File: config.mk
export PLATFORM = sky130hd
export DESIGN_NAME = rx_bit_sampler_flat
export DESIGN_NICKNAME = d
export VERILOG_FILES = /design/src/rtl/uart_rx_pkg.sv /design/src/rtl/rx_bit_sampler_if.sv /design/src/rtl/rx_edge_bit_counter.sv /design/src/rtl/rx_bit_sampler.sv /design/src/flat_wrapper.sv
export SDC_FILE = /design/constraint.sdc
export NUM_CORES = 1
export LEC_CHECK = 0
export CELL_PAD_IN_SITES_DETAIL_PLACEMENT = 1
export CELL_PAD_IN_SITES_GLOBAL_PLACEMENT = 1
export CORE_UTILIZATION = 45
export DETAILED_ROUTE_END_ITERATION = 10
export GPL_TIMING_DRIVEN = 1
export PLACE_DENSITY = 0.84
export SLEW_MARGIN = 30
export SYNTH_ARGS = -nofsm -noshare
export SYNTH_HDL_FRONTEND = slang
export SYNTH_HIERARCHICAL = 1
export SYNTH_SLANG_ARGS = --single-unit
File: constraint.sdc
create_clock -name i_clk -period 8.7 [get_ports i_clk]
set_clock_uncertainty 0.05 [all_clocks]
set_input_delay 1.74 -clock i_clk [delete_from_list [all_inputs] [get_ports i_clk]]
set_output_delay 1.74 -clock i_clk [all_outputs]
set_load 0.01 [all_outputs]
File: src/rtl/uart_rx_pkg.sv
// Shared UART RX definitions: legal prescale ratios, idle line level,
// sampler state encoding and the 2-of-3 vote used by the bit sampler.
package uart_rx_pkg;

  localparam int PRESCALE_8  = 8;
  localparam int PRESCALE_16 = 16;
  localparam int PRESCALE_32 = 32;

  localparam logic RX_IDLE_LEVEL = 1'b1;

  typedef enum logic {
    S_IDLE  = 1'b0,
    S_COUNT = 1'b1
  } sampler_state_e;

  function automatic logic majority3(input logic a, input logic b, input logic c);
    return (a & b) | (a & c) | (b & c);
  endfunction

endpackage

File: src/rtl/rx_bit_sampler_if.sv
// Handshake/data bundle between the RX FSM (master) and the bit sampler (slave).
interface rx_bit_sampler_if #(
  parameter int PRESCALE_W = 6,
  parameter int BIT_CNT_W  = 4
);

  logic                  i_enable;
  logic [PRESCALE_W-1:0] i_prescale;
  logic                  i_rx_in;
  logic [PRESCALE_W-1:0] o_edge_cnt;
  logic [BIT_CNT_W-1:0]  o_bit_cnt;
  logic                  o_bit_done;
  logic                  o_sampled_bit;
  logic                  o_sample_valid;

  modport master (
    output i_enable, i_prescale, i_rx_in,
    input  o_edge_cnt, o_bit_cnt, o_bit_done, o_sampled_bit, o_sample_valid
  );

  modport slave (
    input  i_enable, i_prescale, i_rx_in,
    output o_edge_cnt, o_bit_cnt, o_bit_done, o_sampled_bit, o_sample_valid
  );

endinterface

File: src/rtl/rx_edge_bit_counter.sv
// Oversampling edge counter and saturating bit index; the prescale ratio is
// legalised and latched at the start of each bit period.
module rx_edge_bit_counter
  import uart_rx_pkg::*;
#(
  parameter int PRESCALE_W = 6,
  parameter int BIT_CNT_W  = 4
) (
  input  logic                  i_clk,
  input  logic                  i_reset,
  input  logic                  i_enable,
  input  logic [PRESCALE_W-1:0] i_prescale,
  output logic [PRESCALE_W-1:0] o_edge_cnt,
  output logic [BIT_CNT_W-1:0]  o_bit_cnt,
  output logic                  o_bit_done,
  output logic [PRESCALE_W-1:0] o_prescale
);

  sampler_state_e        state_q, state_d;
  logic [PRESCALE_W-1:0] edge_cnt_q, edge_cnt_d;
  logic [BIT_CNT_W-1:0]  bit_cnt_q, bit_cnt_d;
  logic [PRESCALE_W-1:0] prescale_q, prescale_d;
  logic [PRESCALE_W-1:0] prescale_eff;
  logic                  last_edge;

  function automatic logic [PRESCALE_W-1:0] legal_prescale(input logic [PRESCALE_W-1:0] raw);
    if (raw == PRESCALE_W'(PRESCALE_16) || raw == PRESCALE_W'(PRESCALE_32)) begin
      return raw;
    end
    return PRESCALE_W'(PRESCALE_8);
  endfunction

  always_ff @(posedge i_clk or negedge i_reset) begin
    if (!i_reset) begin
      state_q    <= S_IDLE;
      edge_cnt_q <= '0;
      bit_cnt_q  <= '0;
      prescale_q <= PRESCALE_W'(PRESCALE_8);
    end else begin
      state_q    <= state_d;
      edge_cnt_q <= edge_cnt_d;
      bit_cnt_q  <= bit_cnt_d;
      prescale_q <= prescale_d;
    end
  end

  // The ratio only follows i_prescale at a bit boundary; mid-bit it is frozen.
  always_comb begin
    prescale_eff = prescale_q;
    if (edge_cnt_q == '0 || state_q == S_IDLE) begin
      prescale_eff = legal_prescale(i_prescale);
    end
    prescale_d = prescale_eff;
    last_edge  = (edge_cnt_q == prescale_eff - PRESCALE_W'(1));

    state_d    = i_enable ? S_COUNT : S_IDLE;
    edge_cnt_d = '0;
    bit_cnt_d  = '0;

    case (state_d)
      S_COUNT: begin
        bit_cnt_d = bit_cnt_q;
        if (last_edge) begin
          edge_cnt_d = '0;
          if (bit_cnt_q != '1) begin
            bit_cnt_d = bit_cnt_q + BIT_CNT_W'(1);
          end
        end else begin
          edge_cnt_d = edge_cnt_q + PRESCALE_W'(1);
        end
      end
      default: begin
        edge_cnt_d = '0;
        bit_cnt_d  = '0;
      end
    endcase
  end

  assign o_edge_cnt = edge_cnt_q;
  assign o_bit_cnt  = bit_cnt_q;
  assign o_bit_done = i_enable && last_edge;
  assign o_prescale = prescale_eff;

endmodule

File: src/rtl/rx_bit_sampler.sv
// UART RX bit sampler: three mid-bit samples majority-voted into one bit with a
// one-cycle valid strobe. Define RX_SYNC_EN to add a 2-flop line synchronizer.
module rx_bit_sampler
  import uart_rx_pkg::*;
#(
  parameter int PRESCALE_W = 6,
  parameter int BIT_CNT_W  = 4
) (
  input  logic              i_clk,
  input  logic              i_reset,
  rx_bit_sampler_if.slave   bus
);

  logic [PRESCALE_W-1:0] edge_cnt;
  logic [BIT_CNT_W-1:0]  bit_cnt;
  logic                  bit_done;
  logic [PRESCALE_W-1:0] prescale_eff;
  logic [PRESCALE_W-1:0] half;
  logic                  rx_line;

  logic s0_q, s0_d;
  logic s1_q, s1_d;
  logic sampled_bit_q, sampled_bit_d;
  logic sample_valid_q, sample_valid_d;

  rx_edge_bit_counter #(
    .PRESCALE_W (PRESCALE_W),
    .BIT_CNT_W  (BIT_CNT_W)
  ) u_counter (
    .i_clk      (i_clk),
    .i_reset    (i_reset),
    .i_enable   (bus.i_enable),
    .i_prescale (bus.i_prescale),
    .o_edge_cnt (edge_cnt),
    .o_bit_cnt  (bit_cnt),
    .o_bit_done (bit_done),
    .o_prescale (prescale_eff)
  );

`ifdef RX_SYNC_EN
  logic sync1_q, sync1_d;
  logic sync2_q, sync2_d;

  always_comb begin
    sync1_d = bus.i_rx_in;
    sync2_d = sync1_q;
  end

  always_ff @(posedge i_clk or negedge i_reset) begin
    if (!i_reset) begin
      sync1_q <= RX_IDLE_LEVEL;
      sync2_q <= RX_IDLE_LEVEL;
    end else begin
      sync1_q <= sync1_d;
      sync2_q <= sync2_d;
    end
  end

  assign rx_line = sync2_q;
`else
  assign rx_line = bus.i_rx_in;
`endif

  // Samples at h-1, h, and the vote at h+1 so the strobe is visible at h+2.
  always_comb begin
    half           = prescale_eff >> 1;
    s0_d           = s0_q;
    s1_d           = s1_q;
    sampled_bit_d  = sampled_bit_q;
    sample_valid_d = 1'b0;
    if (bus.i_enable) begin
      if (edge_cnt == half - PRESCALE_W'(1)) begin
        s0_d = rx_line;
      end
      if (edge_cnt == half) begin
        s1_d = rx_line;
      end
      if (edge_cnt == half + PRESCALE_W'(1)) begin
        sampled_bit_d  = majority3(s0_q, s1_q, rx_line);
        sample_valid_d = 1'b1;
      end
    end
  end

  always_ff @(posedge i_clk or negedge i_reset) begin
    if (!i_reset) begin
      s0_q           <= RX_IDLE_LEVEL;
      s1_q           <= RX_IDLE_LEVEL;
      sampled_bit_q  <= RX_IDLE_LEVEL;
      sample_valid_q <= 1'b0;
    end else begin
      s0_q           <= s0_d;
      s1_q           <= s1_d;
      sampled_bit_q  <= sampled_bit_d;
      sample_valid_q <= sample_valid_d;
    end
  end

  assign bus.o_edge_cnt     = edge_cnt;
  assign bus.o_bit_cnt      = bit_cnt;
  assign bus.o_bit_done     = bit_done;
  assign bus.o_sampled_bit  = sampled_bit_q;
  assign bus.o_sample_valid = sample_valid_q;

endmodule

File: src/flat_wrapper.sv
// flat-port wrapper written by rule: the top's interface ports become plain ports
module rx_bit_sampler_flat import uart_rx_pkg::*;
#(
  parameter int PRESCALE_W = 6,
  parameter int BIT_CNT_W  = 4
)
  (i_clk, i_reset, bus_i_enable, bus_i_prescale, bus_i_rx_in, bus_o_edge_cnt, bus_o_bit_cnt, bus_o_bit_done, bus_o_sampled_bit, bus_o_sample_valid);
  rx_bit_sampler_if #(.PRESCALE_W(PRESCALE_W), .BIT_CNT_W(BIT_CNT_W)) bus_i ();
  input  logic i_clk;
  input  logic i_reset;
  input wire logic [$bits(bus_i.i_enable)-1:0] bus_i_enable;
  input wire logic [$bits(bus_i.i_prescale)-1:0] bus_i_prescale;
  input wire logic [$bits(bus_i.i_rx_in)-1:0] bus_i_rx_in;
  output wire logic [$bits(bus_i.o_edge_cnt)-1:0] bus_o_edge_cnt;
  output wire logic [$bits(bus_i.o_bit_cnt)-1:0] bus_o_bit_cnt;
  output wire logic [$bits(bus_i.o_bit_done)-1:0] bus_o_bit_done;
  output wire logic [$bits(bus_i.o_sampled_bit)-1:0] bus_o_sampled_bit;
  output wire logic [$bits(bus_i.o_sample_valid)-1:0] bus_o_sample_valid;
  assign bus_i.i_enable = bus_i_enable;
  assign bus_i.i_prescale = bus_i_prescale;
  assign bus_i.i_rx_in = bus_i_rx_in;
  assign bus_o_edge_cnt = bus_i.o_edge_cnt;
  assign bus_o_bit_cnt = bus_i.o_bit_cnt;
  assign bus_o_bit_done = bus_i.o_bit_done;
  assign bus_o_sampled_bit = bus_i.o_sampled_bit;
  assign bus_o_sample_valid = bus_i.o_sample_valid;
  rx_bit_sampler #(.PRESCALE_W(PRESCALE_W), .BIT_CNT_W(BIT_CNT_W)) u_core (.i_clk(i_clk), .i_reset(i_reset), .bus(bus_i));
endmodule
### After elaboration in Yosys (flattened, before gate mapping)

Index checks and enable logic that the tools add are counted.

* bits in registers: 21
* input bits: 10
* output and inout port bits: 13
* word-level logic and storage cells: 49

* add/sub/neg operators: 5
* equality and inequality tests: 9
* mux-type cells: 13
* bitwise gates (word level): 6
* reduce and logical (&&, ||, !) cells: 8

Operators with widths (count)
* $mux 6: 5
* $eq 6x6->1: 3
* $mux 4: 3
* $reduce_and 2->1: 4
* $add 5x1->6 const B: 1
* $add 6x1->6 const B: 1
* $eq 6x5->1: 1
* $eq 6x5->1 const B: 1
* $eq 6x6->1 const B: 1
* $logic_not 6->1: 1
* $sub 5x1->6 const B: 1
* $sub 6x1->6 const B: 1
* $mux 1: 5
* $add 4x1->4 const B: 1
* $ne 2x1->1 const B: 2
* $ne 4x4->1 const B: 1
* $and 1x1->1: 3
* $logic_or 1x1->1: 2
* $or 1x1->1: 2
* $logic_and 1x1->1: 1
* $not 1->1: 1

### Depth between registers and ports, before layout

Gate-level depths: netlist (run 1).

* depth after elaboration: 10
* mapped depth: 14
* mapped depth without buffers: 13

### Hierarchy

The synthesis (run 1) kept the hierarchy.

Modules (own cells, without submodules)
* rx_edge_bit_counter: instances 1, cells an instance 115, area an instance 1099.8 um2, seq. area each 426.7 um2
* rx_bit_sampler: instances 1, cells an instance 49, area an instance 476.7 um2, seq. area each 103.8 um2

### Worst setup path after synthesis (run 1)

Ideal clock, no wire load.

* path kind: input port to output port
* from: input bus_i_prescale[0]
* to: output bus_o_bit_done
* data arrival time: 3.419 ns
* required time: 6.910 ns
* slack: 3.491 ns
* stages: 7
* path through: or4_1 clkbuf_1 o21ai_0 a21oi_1 a2111oi_4 nand4_4 nor2_1

* longest elaborated chain between the ends: 9
* elaborated cells on any way between the ends: 11
* those cells by class: add/sub: 1; eq/ne: 3; mux: 5; reduce/logical: 2

RTL lines
* start, declared: RTL line flat_wrapper.sv:12 `input wire logic [$bits(bus_i.i_prescale)-1:0] bus_i_prescale;`
* $eq 6x5->1 or $eq 6x6->1 (tied branches): RTL line rx_edge_bit_counter.sv:27 `if (raw == PRESCALE_W'(PRESCALE_16) || raw == PRESCALE_W'(PRESCALE_32)) begin`
* $logic_or 1x1->1: RTL line rx_edge_bit_counter.sv:27
* $mux 1: RTL line rx_edge_bit_counter.sv:27
* $mux 1: RTL line rx_edge_bit_counter.sv:50 `if (edge_cnt_q == '0 || state_q == S_IDLE) begin`
* $mux 6 *: RTL line rx_edge_bit_counter.sv:30 `return PRESCALE_W'(PRESCALE_8);`
* $mux 6 *: RTL line rx_edge_bit_counter.sv:50
* $sub 6x1->6 *: RTL line rx_edge_bit_counter.sv:54 `last_edge = (edge_cnt_q == prescale_eff - PRESCALE_W'(1));`
* $eq 6x6->1 *: RTL line rx_edge_bit_counter.sv:54
* $logic_and 1x1->1 *: RTL line rx_edge_bit_counter.sv:81 `assign o_bit_done = i_enable && last_edge;`
* end, declared: RTL line flat_wrapper.sv:16 `output wire logic [$bits(bus_i.o_bit_done)-1:0] bus_o_bit_done;`

Mark *: on every way between the ends. The rest lies on a longest branch, timed or not. The select of a mux whose other input is x is not followed.

### Final worst setup path (run 1)

Same ends and word-level chain as after synthesis.

==> results of run 1 <==
-- final cells by class --
cell class,instances,area share [%]
clock inverter,1,0.267
multi-input combinational,126,53.1
sequential,21,28.3
inverter,13,2.60
timing repair buffer,22,11.5
tap,46,3.07
clock buffer,3,1.20
-- flip-flops by register name (all words and copies together) (netlist names) --
name / count
u_core/s0_q: 1
u_core/u_counter/prescale_q: 6
u_core/u_counter/o_bit_cnt: 4
u_core/u_counter/o_edge_cnt: 6
u_core/u_counter/state_q: 1
u_core/s1_q: 1
u_core/bus.o_sampled_bit: 1
u_core/bus.o_sample_valid: 1
-- worst min-delay path by stage --
| stage | from | endpoint | slack, ns | cells after the start |
|---|---|---|---|---|
| 3_5_place_dp | u_core/u_counter/o_bit_cnt[1]$_DFFE_PN0P_ | u_core/u_counter/o_bit_cnt[1]$_DFFE_PN0P_ | 0.54 | 2 |
| 5_1_grt | u_core/u_counter/prescale_q[5]$_DFF_PN0_ | u_core/u_counter/prescale_q[5]$_DFF_PN0_ | 0.60 | 2 |
| 6_report | u_core/u_counter/o_bit_cnt[1]$_DFFE_PN0P_ | u_core/u_counter/o_bit_cnt[1]$_DFFE_PN0P_ | 0.55 | 2 |
| 3_3_place_gp | u_core/u_counter/o_bit_cnt[1]$_DFFE_PN0P_ | u_core/u_counter/o_bit_cnt[1]$_DFFE_PN0P_ | 0.52 | 2 |
| 2_1_floorplan | u_core/u_counter/prescale_q[0]$_DFF_PN0_ | u_core/u_counter/prescale_q[0]$_DFF_PN0_ | 0.50 | 2 |
| 4_1_cts | u_core/u_counter/o_bit_cnt[1]$_DFFE_PN0P_ | u_core/u_counter/o_bit_cnt[1]$_DFFE_PN0P_ | 0.56 | 2 |
-- kinds of logic (layout without fill, tap and decap cells) --
logic type	count (synthesis)	in the layout	synth area share [%]
and+or+nand+nor	60	60	21.3
AOI/OAI and AO/OA	31	31	17.4
DFF	21	21	33.7
xor gates and xnor gates	20	20	12.1
buffers and inverters	17	39	4.29
muxes	8	8	5.87
adders and majority gates	7	7	5.40
-- power groups by stage --
stage          Clock, uW  Sequential, uW  Combinational (uW)
6_report            45.1             117                44.1
5_1_grt             51.2             118                47.7
4_1_cts             48.0             117                44.0
3_5_place_dp           0             119                43.5
3_3_place_gp           0             118                41.7
2_1_floorplan          0             118                25.9
-- through the flow --
| stage | area (sq um) | power (uW) |
|---|---|---|
| 6_report | 1870 | 206 |
| 3_5_place_dp | 1840 | 162 |
| 5_1_grt | 1870 | 217 |
| 2_1_floorplan | 1580 | 143 |
| 3_3_place_gp | 1840 | 160 |
| 4_1_cts | 1860 | 209 |
-- synth_stat cells (5+ instances only) --
cell type and instances:
nand2b_1 5, dfrtp_1 17, nand2_1 12, xnor2_1 13
xor2_1 5, nor2_1 13, ha_1 6, inv_1 13
nand3_1 6, o21ai_0 6
-- metal layers --
metal | wire, um | track usage [%]
met1 | 1710 | 27.8
met2 | 2100 | 40.8
met3 | 119 | 1.47
met4 | 53 | 7.47
met5 | 0 | 0
-- critical path, stage by stage --
cell and delay (ns):
clkdlybuf4s50_1 0.40, or4_1 0.66, or3_1 0.40, o211ai_1 0.23
or3_1 0.19, nand4_4 0.19, nor2_1 0.17, clkdlybuf4s50_1 0.55
==> flow_summary.ini, run 1 <==
[critical_path]
cp-startpoint = bus_i_prescale[0]
critPathArrivalTime_ns = 4.54
crit_path_end = bus_o_bit_done
timing.rr.end = u_core/u_counter/o_bit_cnt[1]$_DFFE_PN0P_
crit_path_end_kind = output port
worstRegToRegCells = 13
cp_data_required_time_ns = 6.91
crit_type = primary input to output port
reg2reg_slack_ns = 5.03
startpoint_type = primary input
reg2reg_from = u_core/u_counter/o_edge_cnt[0]$_DFF_PN0_
worst-path-max-fanout = 8

[pwr]
p_seq_share_pct = 56.7
switchingPower_uw = 56.5
leakage_uw = 0.000766
clkPwrFrac_pct = 21.9
powerDensity_nw_per_um2 = 110
switching_share_pct = 27.4
ir_worst_vdd_v = 0.000103
p_comb_share_pct = 21.4
p_int_uw = 149

[floorplan]
initial_utilization_pct = 47.2
coreArea_sq_um = 3340
die_y_um = 61.2
placementRows = 21
io_pins = 23
die_w_um = 61.2
die-area_sq_um = 3740

[yosys]
async_flop_share_pct = 100
avgSynthCellArea_sq_um = 9.61
synth-edff-count = 0
synth-seq-cells = 21
synth.cell_area_sq_um = 1580
synthCells = 164
synth-main-ff-cell = dfrtp_1
ys_seq_area_share_pct = 33.7
synth_area_leaders = dfrtp_1, xnor2_1, dfstp_2
synth_area_leader_cell = dfrtp_1
yosysWarnings = 6
yosysUniqueCellTypes = 48
synth_top_cell_area_share_pct = 27.0
syn-num-nets = 180

[status]
status = completed

[sta]
rsz0062_at_grt = no
drv_slew = 0
setup_ws_ns = 2.37
finalCritPeriodShare_pct = 72.7
fmax_mhz = 158
slew_headroom_pct = 53.4
setup_tns_ns = 0
hold-worst-slack_ns = 0.549
finalHoldViolCount = 0
setup-violations-final = 0
period_needed_ns = 6.33
worst_pin_slew_ns = 0.699

[layout]
regArea_sq_um = 531
finalNonFillerCells = 232
drive_above_1_share_pct = 12.9
synthToLayoutAreaGrowth_pct = 18.9
final_cell_mix = clkdlybuf4s50_1, dfrtp_1, inv_1, xnor2_1, nor2_1
final_util_pct = 56.2
num-nets-final = 203
fillers = 393
n_antenna_cell = 0
multiInputGateArea_sq_um = 995
final_common_cell = clkdlybuf4s50_1

[clock_tree]
hold_buffers = 0
htreeDepth = 1
cts_buffers = 3
clockBufferDepth = 2
clk_pin_slew_ns = 0.10
cts_tree = done
post_cts_buffers = 0
clock_insertion_delay_worst_skew_ns = 0.30
cts_resized = 0
root_buffer = clkbuf_4
clock-sinks = 21

[detailed_routing]
via_per_inst = 5.63
dr_total_vias = 1307
drt-initial-drc-count = 54
drc = 0
routed_wl_mm = 3.98
drtAntennaViolNets = 0
routedWlPerCell_um = 17.2
first_pass_iters = 4

[placement]
portBuffers = 22
dp_slack_ns = 2.40
gp_congestion = 0.845
dp.cells = 228
dpl.hpwl_mm = 3.02

[grt]
grt_util_all_layers_pct = 22.3
overflow = 0
grt_max_degree = 22
antenna_found_initial = 0
grt_pass1_wl_mm = 6.06
grt_pass1_vias = 1284

[min_path]
hold_class = flop to flop

[job]
maxCapViolCount = 0
(Power assumes the default switching activity.)
==> run 2: changes to the inputs <==
--- a/config.mk
+++ b/config.mk
@@ -7,10 +7,10 @@
 export LEC_CHECK = 0
 export CELL_PAD_IN_SITES_DETAIL_PLACEMENT = 1
 export CELL_PAD_IN_SITES_GLOBAL_PLACEMENT = 1
-export CORE_UTILIZATION = 45
+export CORE_UTILIZATION = 37
 export DETAILED_ROUTE_END_ITERATION = 10
 export GPL_TIMING_DRIVEN = 1
-export PLACE_DENSITY = 0.84
+export PLACE_DENSITY = 0.74
 export SLEW_MARGIN = 30
 export SYNTH_ARGS = -nofsm -noshare
 export SYNTH_HDL_FRONTEND = slang
==> constraint.sdc (replaced) <==
create_clock -name i_clk -period 5.5 [get_ports i_clk]
set_clock_uncertainty 0.05 [all_clocks]
set_input_delay 1.1 -clock i_clk [delete_from_list [all_inputs] [get_ports i_clk]]
set_output_delay 1.1 -clock i_clk [all_outputs]
set_load 0.01 [all_outputs]
==> run 2 against run 1 <==
Effect of this change:
- count of clock-buffer cells in the layout up 1
- largest cell class unchanged
- largest power group unchanged
- power is 71% higher
- clock power rose by 120%
==> flow_summary.ini, run 2 (synthesis results as in run 1) <==
[grt]
grt_pass1_vias = 1377
grt_pass1_wl_mm = 6.56
overflow = 0
antenna_found_initial = 0
grt_max_degree = 22
grt_util_all_layers_pct = 19.3

[sta]
setup_tns_ns = 0
period_needed_ns = 5.08
setup-violations-final = 0
hold-worst-slack_ns = 0.556
rsz0062_at_grt = no
worst_pin_slew_ns = 0.610
finalHoldViolCount = 0
drv_slew = 0
fmax_mhz = 197
finalCritPeriodShare_pct = 92.3
slew_headroom_pct = 59.4

[floorplan]
die_y_um = 67.3
initial_utilization_pct = 38.9
coreArea_sq_um = 4060
die_w_um = 67.3
io_pins = 23
placementRows = 23
die-area_sq_um = 4530

[detailed_routing]
drc = 0
drtAntennaViolNets = 0
first_pass_iters = 4
routed_wl_mm = 3.99
drt-initial-drc-count = 49
dr_total_vias = 1330
via_per_inst = 5.56
routedWlPerCell_um = 16.7

[clock_tree]
clock_insertion_delay_worst_skew_ns = 0.25
clk_pin_slew_ns = 0.07
root_buffer = clkbuf_8
clock-sinks = 21
post_cts_buffers = 0
cts_buffers = 3
hold_buffers = 0
cts_tree = done
htreeDepth = 1
clockBufferDepth = 2

[critical_path]
startpoint_type = flop
crit_chain = inv_1, ha_1, or4b_4, o21a_1, nand2_1, ha_1, xnor2_1, nor4b_1, a31oi_1, o21ai_1, nand4_4, nor2_1, clkdlybuf4s50_1
worstRegToRegCells = 10
worst-path-max-fanout = 11
cp_common_cell = ha_1
cp_data_required_time_ns = 4.35
crit_path_end_kind = output port
slowest_stage = clkdlybuf4s50_1
slowest_delay_ns = 0.54
crit_type = flop to output port
critPathArrivalTime_ns = 3.93
reg2reg_slack_ns = 1.83
reg2reg_from = u_core/u_counter/o_edge_cnt[0]$_DFF_PN0_
timing.rr.end = u_core/bus.o_sampled_bit$_DFFE_PN1P_

[status]
status = completed

[placement]
portBuffers = 22
dpl.hpwl_mm = 3.08
post_dp_cell_area_sq_um = 1860
gp_congestion = 0.860

[layout]
fillers = 473
synthToLayoutAreaGrowth_pct = 21.0
num-nets-final = 206
multiInputGateArea_sq_um = 982
regArea_sq_um = 531
fin_area_sq_um = 1910
final_common_cell = clkdlybuf4s50_1
drive_above_1_share_pct = 12.7
n_antenna_cell = 0
final_util_pct = 47.0
final_cell_mix = clkdlybuf4s50_1, dfrtp_1, inv_1, xnor2_1, nor2_1

[pwr]
leakage_uw = 0.000778
fin_total_pwr_uw = 353
ir_worst_vdd_v = 0.000147
powerDensity_nw_per_um2 = 185

[min_path]
hold_class = flop to flop
hp-start = u_core/u_counter/o_bit_cnt[0]$_DFFE_PN0P_
min_to = u_core/u_counter/o_bit_cnt[0]$_DFFE_PN0P_
min_path_cells = 2

[job]
maxCapViolCount = 0
==> run 2: stage by stage <==
stage,worst slack (ns),instances
3_5_place_dp,0.569,235
2_1_floorplan,1.43,164
6_report,0.422,239
4_1_cts,0.286,239
5_1_grt,0.119,239
3_3_place_gp,0.625,235
==> run 2: metal layers <==
layer  vias up  wire length (um)  global-route usage [%]
met5         -                 0                       0
met4         0                13                    6.12
met3         2               106                    2.36
met2        23              2040                    33.6
met1       674              1830                    24.5
li1        631                 -                       -
==> run 2: critical path, delay by kind of cell, from the launching register on <==
| kind | cells | cell delay (ns) |
|---|---|---|
| DFF | 1 | 0.48 |
| and+or+nand+nor | 5 | 1.30 |
| adders and majority gates | 2 | 0.35 |
| AOI/OAI and AO/OA | 3 | 0.71 |
| xor gates and xnor gates | 1 | 0.13 |
| buffers and inverters | 2 | 0.69 |
==> run 2: cell type report <==
cell class	instances	share of cell area (%)
multi-input cells	126	51.5
flip-flops and latches	21	27.8
repair buffers	25	12.5
well taps	50	3.28
inverters	13	2.56
clock buffers	4	2.36
==> run 2: worst max-delay path by stage <==
stage / startpoint / end / slack [ns] / cells after the start
finish: u_core/u_counter/o_edge_cnt[0]$_DFF_PN0_ / bus_o_bit_done / 0.42 / 13
global route: u_core/u_counter/o_edge_cnt[0]$_DFF_PN0_ / bus_o_bit_done / 0.12 / 13
CTS: u_core/u_counter/o_edge_cnt[0]$_DFF_PN0_ / bus_o_bit_done / 0.29 / 13
detailed placement: bus_i_prescale[0] / bus_o_bit_done / 0.57 / 8
global placement: bus_i_prescale[0] / bus_o_bit_done / 0.62 / 8
floorplan: u_core/u_counter/o_edge_cnt[0]$_DFF_PN0_ / bus_o_bit_done / 1.43 / 13
==> run 2: timing repair <==
action / CTS / global route
gates resized for setup: 0 / 1
endpoints found under the setup margin: 0 / 1
hold endpoints to repair: 0 / 0
==> run 2: power by group <==
group          internal [uW]  leakage [uW]  switching (uW)
clock network           51.5     0.0000228            46.7
logic                   37.6      0.000481            34.0
registers                172      0.000274            10.3
==> run 3: changes to the inputs <==
--- a/config.mk
+++ b/config.mk
@@ -7,10 +7,10 @@
 export LEC_CHECK = 0
 export CELL_PAD_IN_SITES_DETAIL_PLACEMENT = 1
 export CELL_PAD_IN_SITES_GLOBAL_PLACEMENT = 1
-export CORE_UTILIZATION = 37
+export CORE_UTILIZATION = 42
 export DETAILED_ROUTE_END_ITERATION = 10
 export GPL_TIMING_DRIVEN = 1
-export PLACE_DENSITY = 0.74
+export PLACE_DENSITY = 0.79
 export SLEW_MARGIN = 30
 export SYNTH_ARGS = -nofsm -noshare
 export SYNTH_HDL_FRONTEND = slang
==> constraint.sdc (replaced) <==
create_clock -name i_clk -period 5.45 [get_ports i_clk]
set_clock_uncertainty 0.05 [all_clocks]
set_input_delay 1.09 -clock i_clk [delete_from_list [all_inputs] [get_ports i_clk]]
set_output_delay 1.09 -clock i_clk [all_outputs]
set_load 0.01 [all_outputs]
==> run 3 against run 2 <==
Effect of this change:
- setup slack worse by 0.13 ns
- cell count down 1.7%
- worst hold slack worse by 0.0056 ns
- sequential cell count unchanged
- critical path depth unchanged
- non-clock buffer count unchanged
- sequential share of layout area up 0.073 points
- via count up 0.53%
- design area down 0.26%
- die area down 12%
- critical endpoint unchanged
- largest cell class unchanged
==> flow_summary.ini, run 3 (synthesis results as in run 1) <==
[status]
status = completed

[detailed_routing]
drt-initial-drc-count = 90
dr_total_vias = 1337
drc = 0
routed_wl_mm = 3.96
via_per_inst = 5.69
drtAntennaViolNets = 0
routedWlPerCell_um = 16.9
first_pass_iters = 4

[critical_path]
crit_type = flop to output port
reg2reg_from = u_core/u_counter/o_edge_cnt[0]$_DFF_PN0_
critPathArrivalTime_ns = 4.01
worstRegToRegCells = 13
timing.rr.end = u_core/u_counter/o_bit_cnt[1]$_DFFE_PN0P_
worst-path-max-fanout = 11
startpoint_type = flop
reg2reg_slack_ns = 1.81
crit_path_end_kind = output port
cp_data_required_time_ns = 4.31

[sta]
drv_slew = 0
setup-violations-final = 0
finalHoldViolCount = 0
period_needed_ns = 5.15
slew_headroom_pct = 60.7
fmax_mhz = 194
hold-worst-slack_ns = 0.550
setup_tns_ns = 0
rsz0062_at_grt = no
worst_pin_slew_ns = 0.590
finalCritPeriodShare_pct = 94.6

[placement]
dpl.hpwl_mm = 3.03
post_dp_cell_area_sq_um = 1860
portBuffers = 22
gp_congestion = 0.770

[pwr]
fin_total_pwr_uw = 359
ir_worst_vdd_v = 0.000129
leakage_uw = 0.000779
powerDensity_nw_per_um2 = 189

[clock_tree]
root_buffer = clkbuf_8
htreeDepth = 1
cts_buffers = 3
clock_insertion_delay_worst_skew_ns = 0.26
cts_resized = 0
clk_pin_slew_ns = 0.07
clockBufferDepth = 2
clock-sinks = 21
cts_tree = done
post_cts_buffers = 0
hold_buffers = 0

[floorplan]
die_y_um = 63.3
io_pins = 23
initial_utilization_pct = 45.5
die_w_um = 63.3
die-area_sq_um = 4000
coreArea_sq_um = 3470
placementRows = 21

[grt]
grt_util_all_layers_pct = 21.9
grt_pass1_vias = 1499
antenna_found_initial = 0
overflow = 0
grt_pass1_wl_mm = 6.95
grt_max_degree = 22

[min_path]
hp-start = u_core/u_counter/o_bit_cnt[0]$_DFFE_PN0P_
min_path_cells = 2
min_to = u_core/u_counter/o_bit_cnt[0]$_DFFE_PN0P_
hold_class = flop to flop

[layout]
final_common_cell = clkdlybuf4s50_1
fin_area_sq_um = 1900
n_antenna_cell = 0
drive_above_1_share_pct = 12.7
final_util_pct = 54.8
num-nets-final = 206
final_cell_mix = clkdlybuf4s50_1, dfrtp_1, inv_1, xnor2_1, nor2_1
synthToLayoutAreaGrowth_pct = 20.6
multiInputGateArea_sq_um = 982
regArea_sq_um = 531
fillers = 408

[job]
maxCapViolCount = 0
-- run 3: changes by cell type in the layout (fill, tap and decap cells not counted) --
cell	delta
o21ai_0	+1
o21ai_1	-1
-- run 3: critical path, stage by stage (launching register included) --
cell and delay, ns:
dfrtp_1 0.49, inv_1 0.16, ha_1 0.15, or4b_4 0.48, o21a_1 0.34, nand2_1 0.17
ha_1 0.20, xnor2_1 0.21, xor2_1 0.22, a31oi_1 0.12, o21ai_0 0.31, nand4_4 0.21
nor2_1 0.15, clkdlybuf4s50_1 0.55
-- run 3: stage by stage --
step                cells  setup WS (ns)
finish                235          0.296
global route          235         0.0718
CTS                   235          0.278
detailed placement    231          0.519
global placement      231          0.614
floorplan             164           1.39
-- run 3: cell type report --
type / count / share of cell area, %
inverter: 13 / 2.57
clock buffer: 4 / 2.37
multi-input combinational: 126 / 51.6
timing repair buffer: 25 / 12.5
tap: 46 / 3.03
sequential: 21 / 27.9
-- run 3: worst max-delay path by stage --
stage	start	end	slack, ns	cells after the start
4_1_cts	u_core/u_counter/o_edge_cnt[0]$_DFF_PN0_	bus_o_bit_done	0.28	13
6_report	u_core/u_counter/o_edge_cnt[0]$_DFF_PN0_	bus_o_bit_done	0.30	13
2_1_floorplan	u_core/u_counter/o_edge_cnt[0]$_DFF_PN0_	bus_o_bit_done	1.39	13
5_1_grt	u_core/u_counter/o_edge_cnt[0]$_DFF_PN0_	bus_o_bit_done	0.07	13
3_5_place_dp	bus_i_prescale[0]	bus_o_bit_done	0.52	8
3_3_place_gp	bus_i_prescale[0]	bus_o_bit_done	0.61	8
-- run 3: routing by layer --
| layer | vias to the layer above | global-route usage (%) | routed length, um |
|---|---|---|---|
| li1 | 636 | - | - |
| met1 | 663 | 26.8 | 1740 |
| met2 | 34 | 40.7 | 2040 |
| met3 | 4 | 2.90 | 141 |
| met4 | 0 | 4.26 | 32 |
| met5 | - | 0 | 0 |
-- run 3: power by group --
group	leakage (uW)	switching [uW]	total (uW)	internal, uW
logic	0.000481	35.3	73.3	37.9
clock network	0.0000228	49.3	101	52.0
registers	0.000274	10.2	184	174
total	0.000779	94.7	359	264
